$ cat config.mk
export PLATFORM = sky130hd
export DESIGN_NAME = spi_master
export DESIGN_NICKNAME = d
export VERILOG_FILES = /design/src/rtl/spi_pkg.sv /design/src/rtl/spi_clk_div.sv /design/src/rtl/spi_master.sv
export SDC_FILE = /design/constraint.sdc
export NUM_CORES = 1
export LEC_CHECK = 0
export ABC_CLOCK_PERIOD_IN_PS = 6250
export CORE_MARGIN = 4
export CORE_UTILIZATION = 40
export DETAILED_ROUTE_END_ITERATION = 7
export PLACE_DENSITY_LB_ADDON = 0.05
export REMOVE_ABC_BUFFERS = 1
export SLEW_MARGIN = 30
export SYNTH_ARGS = -nofsm -noshare
export SYNTH_HDL_FRONTEND = slang
export SYNTH_SLANG_ARGS = --single-unit
$ cat constraint.sdc
create_clock -name clk -period 6.25 [get_ports clk]
set_clock_uncertainty 0.2 [all_clocks]
set_input_delay 1.5625 -clock clk [delete_from_list [all_inputs] [get_ports clk]]
set_output_delay 1.5625 -clock clk [all_outputs]
set_load 0.01 [all_outputs]
$ cat src/rtl/spi_pkg.sv
// Shared SPI definitions: FSM states, bus mode constant, default word width
// and a counter-width helper. Also imported by the SPI responder.
package spi_pkg;

    typedef enum logic [2:0] {
        IDLE,
        SETUP,
        SHIFT,
        WAIT,
        HOLD,
        GAP
    } spi_state_t;

    // {CPOL, CPHA} for the only supported bus mode
    localparam logic [1:0] SPI_MODE0 = 2'b00;

    localparam int SPI_DATA_W = 8;

    // Bits needed to hold the values 0..n
    function automatic int bits_for(input int n);
        return $clog2(n + 1);
    endfunction

endpackage

$ cat src/rtl/spi_clk_div.sv
// Half-period tick generator. While enabled, it pulses tick once every CLK_DIV
// clk cycles. The count restarts on clear, while disabled, and after each tick,
// so it never wraps past its terminal value.
module spi_clk_div
    import spi_pkg::*;
#(
    parameter int CLK_DIV = 2
) (
    input  logic clk,
    input  logic rst,
    input  logic enable,
    input  logic clear,
    output logic tick
);

    localparam int CNT_W = bits_for(CLK_DIV);
    localparam logic [CNT_W-1:0] CNT_LAST = CNT_W'(CLK_DIV - 1);

    logic [CNT_W-1:0] cnt;

    assign tick = enable && (cnt == CNT_LAST);

    // Count clk cycles within the current half-period
    always_ff @(posedge clk or posedge rst) begin
        if (rst) begin
            cnt <= '0;
        end else if (clear || !enable || tick) begin
            cnt <= '0;
        end else begin
            cnt <= cnt + CNT_W'(1);
        end
    end

endmodule

$ cat src/rtl/spi_master.sv
// Mode-0 SPI initiator with a valid/ready byte-stream interface. Words that are
// not marked tx_last keep SSEL low so that a burst forms a single frame.
// SCLK, SSEL and MOSI come straight from flops.
module spi_master
    import spi_pkg::*;
#(
    parameter int DATA_W  = SPI_DATA_W,
    parameter int CLK_DIV = 2,
    parameter int CS_GAP  = 2
) (
    input  logic              clk,
    input  logic              rst,
    input  logic [DATA_W-1:0] tx_data,
    input  logic              tx_last,
    input  logic              tx_valid,
    output logic              tx_ready,
    output logic [DATA_W-1:0] rx_data,
    output logic              rx_valid,
    output logic              busy,
    output logic              SCLK,
    output logic              SSEL,
    output logic              MOSI,
    input  logic              MISO
);

    localparam int BIT_W = bits_for(DATA_W);
    localparam int GAP_W = bits_for(CS_GAP);
    localparam logic [BIT_W-1:0] BIT_LAST = BIT_W'(DATA_W - 1);
    localparam logic [GAP_W-1:0] GAP_LAST = GAP_W'(CS_GAP - 1);

    spi_state_t state;
    spi_state_t state_next;

    logic [DATA_W-1:0] shift_reg;
    logic              last_flag;
    logic [BIT_W-1:0]  bit_cnt;
    logic [GAP_W-1:0]  gap_cnt;

    logic div_en;
    logic div_tick;
    logic state_change;

    logic load;
    logic rise;
    logic fall;
    logic final_fall;
    logic ssel_release;

    assign tx_ready     = (state == IDLE) || (state == WAIT);
    assign busy         = (state != IDLE);
    assign div_en       = (state == SETUP) || (state == SHIFT) || (state == HOLD);
    assign state_change = (state_next != state);

    spi_clk_div #(
        .CLK_DIV(CLK_DIV)
    ) u_clk_div (
        .clk   (clk),
        .rst   (rst),
        .enable(div_en),
        .clear (state_change),
        .tick  (div_tick)
    );

    // State register
    always_ff @(posedge clk or posedge rst) begin
        if (rst) begin
            state <= IDLE;
        end else begin
            state <= state_next;
        end
    end

    // Next state plus one-cycle strobes that steer the datapath flops.
    // The first SCLK rise is issued on leaving SETUP; the bit counter counts
    // falls, so the fall seen with bit_cnt at DATA_W-1 ends the word.
    always_comb begin
        state_next   = state;
        load         = 1'b0;
        rise         = 1'b0;
        fall         = 1'b0;
        final_fall   = 1'b0;
        ssel_release = 1'b0;
        case (state)
            IDLE, WAIT: begin
                if (tx_valid) begin
                    load       = 1'b1;
                    state_next = SETUP;
                end
            end
            SETUP: begin
                if (div_tick) begin
                    rise       = 1'b1;
                    state_next = SHIFT;
                end
            end
            SHIFT: begin
                if (div_tick) begin
                    if (!SCLK) begin
                        rise = 1'b1;
                    end else if (bit_cnt == BIT_LAST) begin
                        final_fall = 1'b1;
                        state_next = last_flag ? HOLD : WAIT;
                    end else begin
                        fall = 1'b1;
                    end
                end
            end
            HOLD: begin
                if (div_tick) begin
                    ssel_release = 1'b1;
                    state_next   = GAP;
                end
            end
            GAP: begin
                if (gap_cnt == GAP_LAST) begin
                    state_next = IDLE;
                end
            end
            default: begin
                state_next = IDLE;
            end
        endcase
    end

    // Shift register, bus pins and receive word
    always_ff @(posedge clk or posedge rst) begin
        if (rst) begin
            SCLK      <= 1'b0;
            SSEL      <= 1'b1;
            MOSI      <= 1'b0;
            rx_data   <= '0;
            rx_valid  <= 1'b0;
            shift_reg <= '0;
            last_flag <= 1'b0;
        end else begin
            rx_valid <= 1'b0;
            if (load) begin
                shift_reg <= tx_data;
                last_flag <= tx_last;
                MOSI      <= tx_data[DATA_W-1];
                SSEL      <= 1'b0;
            end
            if (rise) begin
                SCLK      <= 1'b1;
                shift_reg <= {shift_reg[DATA_W-2:0], MISO};
            end
            if (fall) begin
                SCLK <= 1'b0;
                MOSI <= shift_reg[DATA_W-1];
            end
            if (final_fall) begin
                SCLK     <= 1'b0;
                rx_data  <= shift_reg;
                rx_valid <= 1'b1;
            end
            if (ssel_release) begin
                SSEL <= 1'b1;
                MOSI <= 1'b0;
            end
        end
    end

    // Bit and gap counters restart on every state entry
    always_ff @(posedge clk or posedge rst) begin
        if (rst) begin
            bit_cnt <= '0;
            gap_cnt <= '0;
        end else if (state_change) begin
            bit_cnt <= '0;
            gap_cnt <= '0;
        end else begin
            if (fall) begin
                bit_cnt <= bit_cnt + BIT_W'(1);
            end
            if (state == GAP) begin
                gap_cnt <= gap_cnt + GAP_W'(1);
            end
        end
    end

endmodule
==> run metrics <==
first-pass GRT wire length approximately 5.6 mm; average wire per cell in the routed design roughly 15 um; Core Box Area about 0.0037 mm2; initial core utilization 0.425; TritonRoute pass-1 iters 6; crit end category output port; via count ~1200; sequential share of the synthesized area 0.504; final hold violations 0; Final HPWL DP approximately 2.3 mm; CP max FO 18; io pins 27; Layout Nets between 150 and 200; routability cong. between 0.8 and 0.9; initial antenna violation count 0; actual slew at the worst max-slew pin slightly above 0.8 ns; combinational share of power 0.367; Int Power 0.476 mW; FILL cells 355; die height slightly above 70 um; count of max-cap constraint violations 0; EDFF count, synth 0; Sw Share 0.358; min cycle time layout about 3.6 ns; DRT antenna net count 0; DRC 0; Area Growth Syn to Fin 22.7%; top cells by count, synth dfrtp_1 (31), mux2_2 (10), nand2_1 (8); Ys Warns 0; CTS resizes 0; clk_lat worst skew roughly 0.28 ns; gr busiest metal met2; hold buffer count at cts 0; n_diodes 0; Fmax 0.280 GHz; fraction of registers with async set/reset 1.00; max-slew violations 0; Hold Path End u_clk_div.cnt[0]; largest net degree at the start of global routing 30; GRT Resource Usage Total 0.145; Reg2Reg Depth 4; Die Area ~0.0050 mm2; pwr dens approximately 380 mW/mm2; TritonCTS clock tree yes; final setup TNS 0 ns; Synth area leader dfrtp_1; vias in the first global route 1194; DRT Wirelength between 3 and 4 mm; total CTS buffers 5; top post-synthesis cells by area dfrtp_1 (49%), mux2_2 (7.1%), a22o_1 (3.9%), mux2i_1 (3.8%), a21o_1 (2.8%); Synth cell types 36; CP arrival 1.81 ns; vias per cell about 5.4; Slew headroom 0.455; Die W between 70 and 80 um; Setup-failing EPs final 0; P_sw 0.266 mW; 1st-iter DRT viols 75; CP Launch Type register; Data required, critical path ~4.5 ns; GR Util met1 0.184; status finished clean; GR Util met2 0.222; Gate Count Post-Synth roughly 140; Flop pwr share 0.432; fin crit share 0.571; r2r setup slk 3.57 ns; most frequent cell after synthesis dfrtp_1; Bufs on Longest Clock Path 2; ys flop type dfrtp_1; grt total ovfl 0; H-tree depth 2; synthesized flop and latch total 32; Clock Sinks 32; final instance area about 0.0020 mm2; std cell rows 22; Worst R2R Start state[0]; Worst IR Drop VDD 0.000193 V; Root Driver clkbuf_8; Syn Area/Cell between 10 and 15 um2; setup repair bufs after CTS 0; hold path start u_clk_div.cnt[0]; Yosys top cell area share 0.488; RSZ-0062 raised after global routing false; Reg clk slew, reported paths roughly 0.060 ns; Port Buffers 26; clock power share 0.201; met3 GRT Util 0.0540; synthesized cell area 0.00159 mm2; Placed Area ~0.0019 mm2; crit path kind reg2out; worst reg2reg endpoint shift_reg[4]; layout cells sized above 1 0.116; Hold Path Class reg2reg; leak pwr around 0.9 nW; worst hold stages 1
logic make-up (layout without fill, tap and decap cells):
| logic type | Yosys count | in the layout | share of synthesized area |
|---|---|---|---|
| simple gates | 40 | 40 | 0.135 |
| compound gates | 33 | 33 | 0.151 |
| flops | 32 | 32 | 0.504 |
| mux | 16 | 16 | 0.109 |
| buf+inv | 15 | 43 | 0.0503 |
| xor+xnor | 5 | 5 | 0.0275 |
| fa+ha+maj | 3 | 3 | 0.0236 |
final cells by class:
type,instances,area (um2),share of cell area
clock buffer,8,80.1,0.0410
inverter,7,26.3,0.0135
multi-input combinational,97,708,0.363
sequential,32,802,0.411
tap,48,60.1,0.0308
timing repair buffer,28,275,0.141
worst max-delay path by stage:
stage | from | to | slack [ns]
global route | state[0] | tx_ready | 2.59
finish | state[0] | tx_ready | 2.68
floorplan | tx_valid | shift_reg[1] | 3.00
detailed placement | tx_valid | shift_reg[2] | 3.00
global placement | tx_valid | shift_reg[4] | 3.03
CTS | state[0] | tx_ready | 2.69
through the flow:
step / std cells / utilization / setup slack, ns / power, mW / hold WS [ns]
after floorplan: 136 / - / 3.00 / 0.493 / 0.210
after global placement: 212 / 0.500 / 3.03 / 0.586 / 0.223
after detailed placement: 212 / 0.500 / 3.00 / 0.595 / 0.243
after CTS: 220 / 0.521 / 2.69 / 0.750 / 0.252
after global routing: 220 / 0.521 / 2.59 / 0.802 / 0.265
final: 220 / 0.521 / 2.68 / 0.742 / 0.246
worst max-delay path, stage by stage, from the launching register on:
cell	delay (ns)
dfrtp_1	0.70
xor2_1	0.17
nor2_1	0.12
clkdlybuf4s50_1	0.54
cells in the final DEF (no fill, tap or decap), drive strengths merged, types with 2 or more instances in the layout:
cell type and instances:
o221ai 2, xor2 5, inv 7, o211ai 2, dfrtp 31, ha 3, clkbuf 8, a22o 7
clkdlybuf4s50 26, mux2 10, a21o 6, nand2 8, nand3b 2, nor2 7, mux2i 6, a21oi 6
nor2b 3, buf 2, nor3 7, o21ai 6, nand3 4
power by group through the flow:
| stage | registers, mW | logic [mW] | clock network (mW) |
|---|---|---|---|
| finish | 0.320 | 0.272 | 0.149 |
| global route | 0.328 | 0.308 | 0.166 |
| CTS | 0.319 | 0.276 | 0.155 |
| detailed placement | 0.322 | 0.274 | 0 |
| global placement | 0.319 | 0.266 | 0 |
| floorplan | 0.307 | 0.186 | 0 |
layer usage:
metal,share of wire,up-vias
met3,0.048,6
met2,0.49,27
met1,0.45,583
li1,-,574
met4,0.014,0
met5,0,-
Note: power is estimated with default switching activity, not from simulation.
==> edit (same settings) <==
Compare `bit_cnt` against `BIT_LAST` with >= in place of ==.
--- a/src/rtl/spi_master.sv
+++ b/src/rtl/spi_master.sv
@@ -98,5 +98,5 @@
                     if (!SCLK) begin
                         rise = 1'b1;
-                    end else if (bit_cnt == BIT_LAST) begin
+                    end else if (bit_cnt >= BIT_LAST) begin
                         final_fall = 1'b1;
                         state_next = last_flag ? HOLD : WAIT;
Formal check against the unedited RTL: same outputs for any inputs over 10 cycles, from zero or initial values and one cycle with rst high; that may be too few to reach the edited logic, so the function may still have changed.
==> edit against the unedited design <==
  * Area after synthesis up 9.8%
  * Via count is 17% higher
  * Power is 13% higher
  * Design area rose by 8.1%
  * Worst hold slack worse by 12 ps
  * Routed wire length is 18% higher
  * Sequential share of layout area is 3.1 points lower
  * Critical endpoint unchanged
  * Sequential cell count is the same
  * Setup slack worse by 600 ps
  * Largest cell class is now multi-input combinational cells
==> edit: results (changes against the unedited design) <==
stage,metric,value,unit,change
clocking,cts_max_path_buffers,2,,unchanged
hold_path,min_path_type,flop to flop,,
route,drt_iter0_markers,74,,-1.3%
placement,globalplace.congestion,0.8185,,-3.9%
critical_path,cp_max_fo,25,,+7
synthesis,synth_warnings,0,,unchanged
placement,place_area,2011,sq um,+7.4%
placement,io_buffers,26,,unchanged
timing,tightest_slew,798.5,ps,-17.21 ps
synthesis,async_flop_share,1.000,,unchanged
critical_path,ff2ff_setup_slack,3810,ps,+240 ps
clocking,h-tree-depth,2,,unchanged
critical_path,reg2reg_to,rx_data[0],,
critical_path,r2r_start,state[0],,
timing,whs,234.7,ps,-11.74 ps
synthesis,synthTopCellsByArea,"dfrtp_1 44%, o211ai_1 6.9%, mux2_2 6.4%, o21ai_0 4.0%, nand3_1 3.2%",,
synthesis,synth_common_cells,"31 x dfrtp_1, 16 x o211ai_1, 14 x o21ai_0, 11 x nand3_1, 10 x mux2_2",,
route,firstDrtPassIters,4,,-2
global_routing,grt_start_max_net_pins,33,,+10%
cells_and_area,fill_cells,377,,+6.2%
global_routing,grt_first_pass_wirelength,6575,um,+17%
synthesis,synth-seq-area-share,0.4592,,-0.04516
synthesis,syn_inst,171,,+19%
critical_path,worstRegToRegCells,3,,-1
route,vias,1392,,+17%
critical_path,crit_path_start_kind,flop,,
route,routed_wl,3923,um,+18%
cells_and_area,nets,207,,+11%
placement,dp_hpwl,2761,um,+20%
synthesis,yosysMostFrequentCell,dfrtp_1,,
hold_path,hp-start,u_clk_div.cnt[0],,
pwr,p_leak,0.0008373,uW,-4.6%
run_status,status,completed,,
synthesis,yosysUniqueCellTypes,49,,+36%
cells_and_area,drive_above_1_share,0.1198,,+0.003513
global_routing,gr-usage-all-layers,0.1566,,+0.01195
route,viasPerCell,5.752,,+6.3%
critical_path,cp_data_arrival_time,2410,ps,+600 ps
placement,place_inst,234,,+10%
clocking,cts_resized,0,,unchanged
pwr,ir_drop,189.1,uV,-1.9%
==> edit: cell count changes after synthesis, moves of 3 or more <==
cell      unedited run  this run
nand3_1              4        11
a21o_1               6         1
a22o_1               7         0
nor3_1               7         4
o21ai_0              6        14
mux2i_1              6         2
nor2_1               7         4
nand2_1              8         4
clkbuf_1             3         8
a211oi_1             0         3
o211ai_1             2        16
nand2b_1             1         5
==> edit: through the flow <==
stage	total power (uW)	worst slack [ps]
finish	836.1	2079
global route	903.1	1917
CTS	846.1	2074
detailed placement	671.7	2378
global placement	657.6	2509
floorplan	546.6	3193
==> edit: layout make-up <==
| class | count | area [sq um] | share of cell area |
|---|---|---|---|
| clock buffers | 8 | 100.1 | 0.04742 |
| multi-input cells | 117 | 848.3 | 0.4019 |
| well taps | 50 | 62.56 | 0.02964 |
| flip-flops and latches | 32 | 802.0 | 0.3800 |
| inverters | 8 | 30.03 | 0.01423 |
| repair buffers | 27 | 267.8 | 0.1269 |
==> edit: where the power goes <==
group / internal [uW] / switching, uW
Clock: 100 / 68.8
Sequential: 261 / 73.3
Combinational: 147 / 185
Total: 509 / 327
==> edit: worst max path at each step <==
stage	to	slack, ps	depth (start not counted)
floorplan	tx_ready	3190	2
global placement	tx_ready	2510	3
detailed placement	tx_ready	2380	3
CTS	tx_ready	2070	3
global route	tx_ready	1920	3
finish	tx_ready	2080	3
==> edit: kinds of logic (layout without fill, tap and decap cells) <==
| family | Yosys count | count (layout) | synth area share |
|---|---|---|---|
| compound gates | 53 | 53 | 0.2085 |
| xor+xnor | 4 | 4 | 0.02006 |
| fa+ha+maj | 3 | 3 | 0.02149 |
| buf+inv | 22 | 43 | 0.05516 |
| flops | 32 | 32 | 0.4592 |
| mux | 12 | 12 | 0.07593 |
| simple gates | 45 | 45 | 0.1598 |
==> edit: worst max-delay path, cell delays in order (launching register included) <==
cell and delay (ps):
dfrtp_1 830, xor2_1 690, nor2_1 100, clkdlybuf4s50_1 510
==> edit: metal layers <==
metal	wire length [um]	track usage	up-vias	part of all wire
met4	46	0.05634	0	0.012
met1	1853	0.1988	668	0.47
met2	1797	0.2510	40	0.46
li1	-	-	680	-
met3	225	0.05000	4	0.057
met5	0	0	-	0
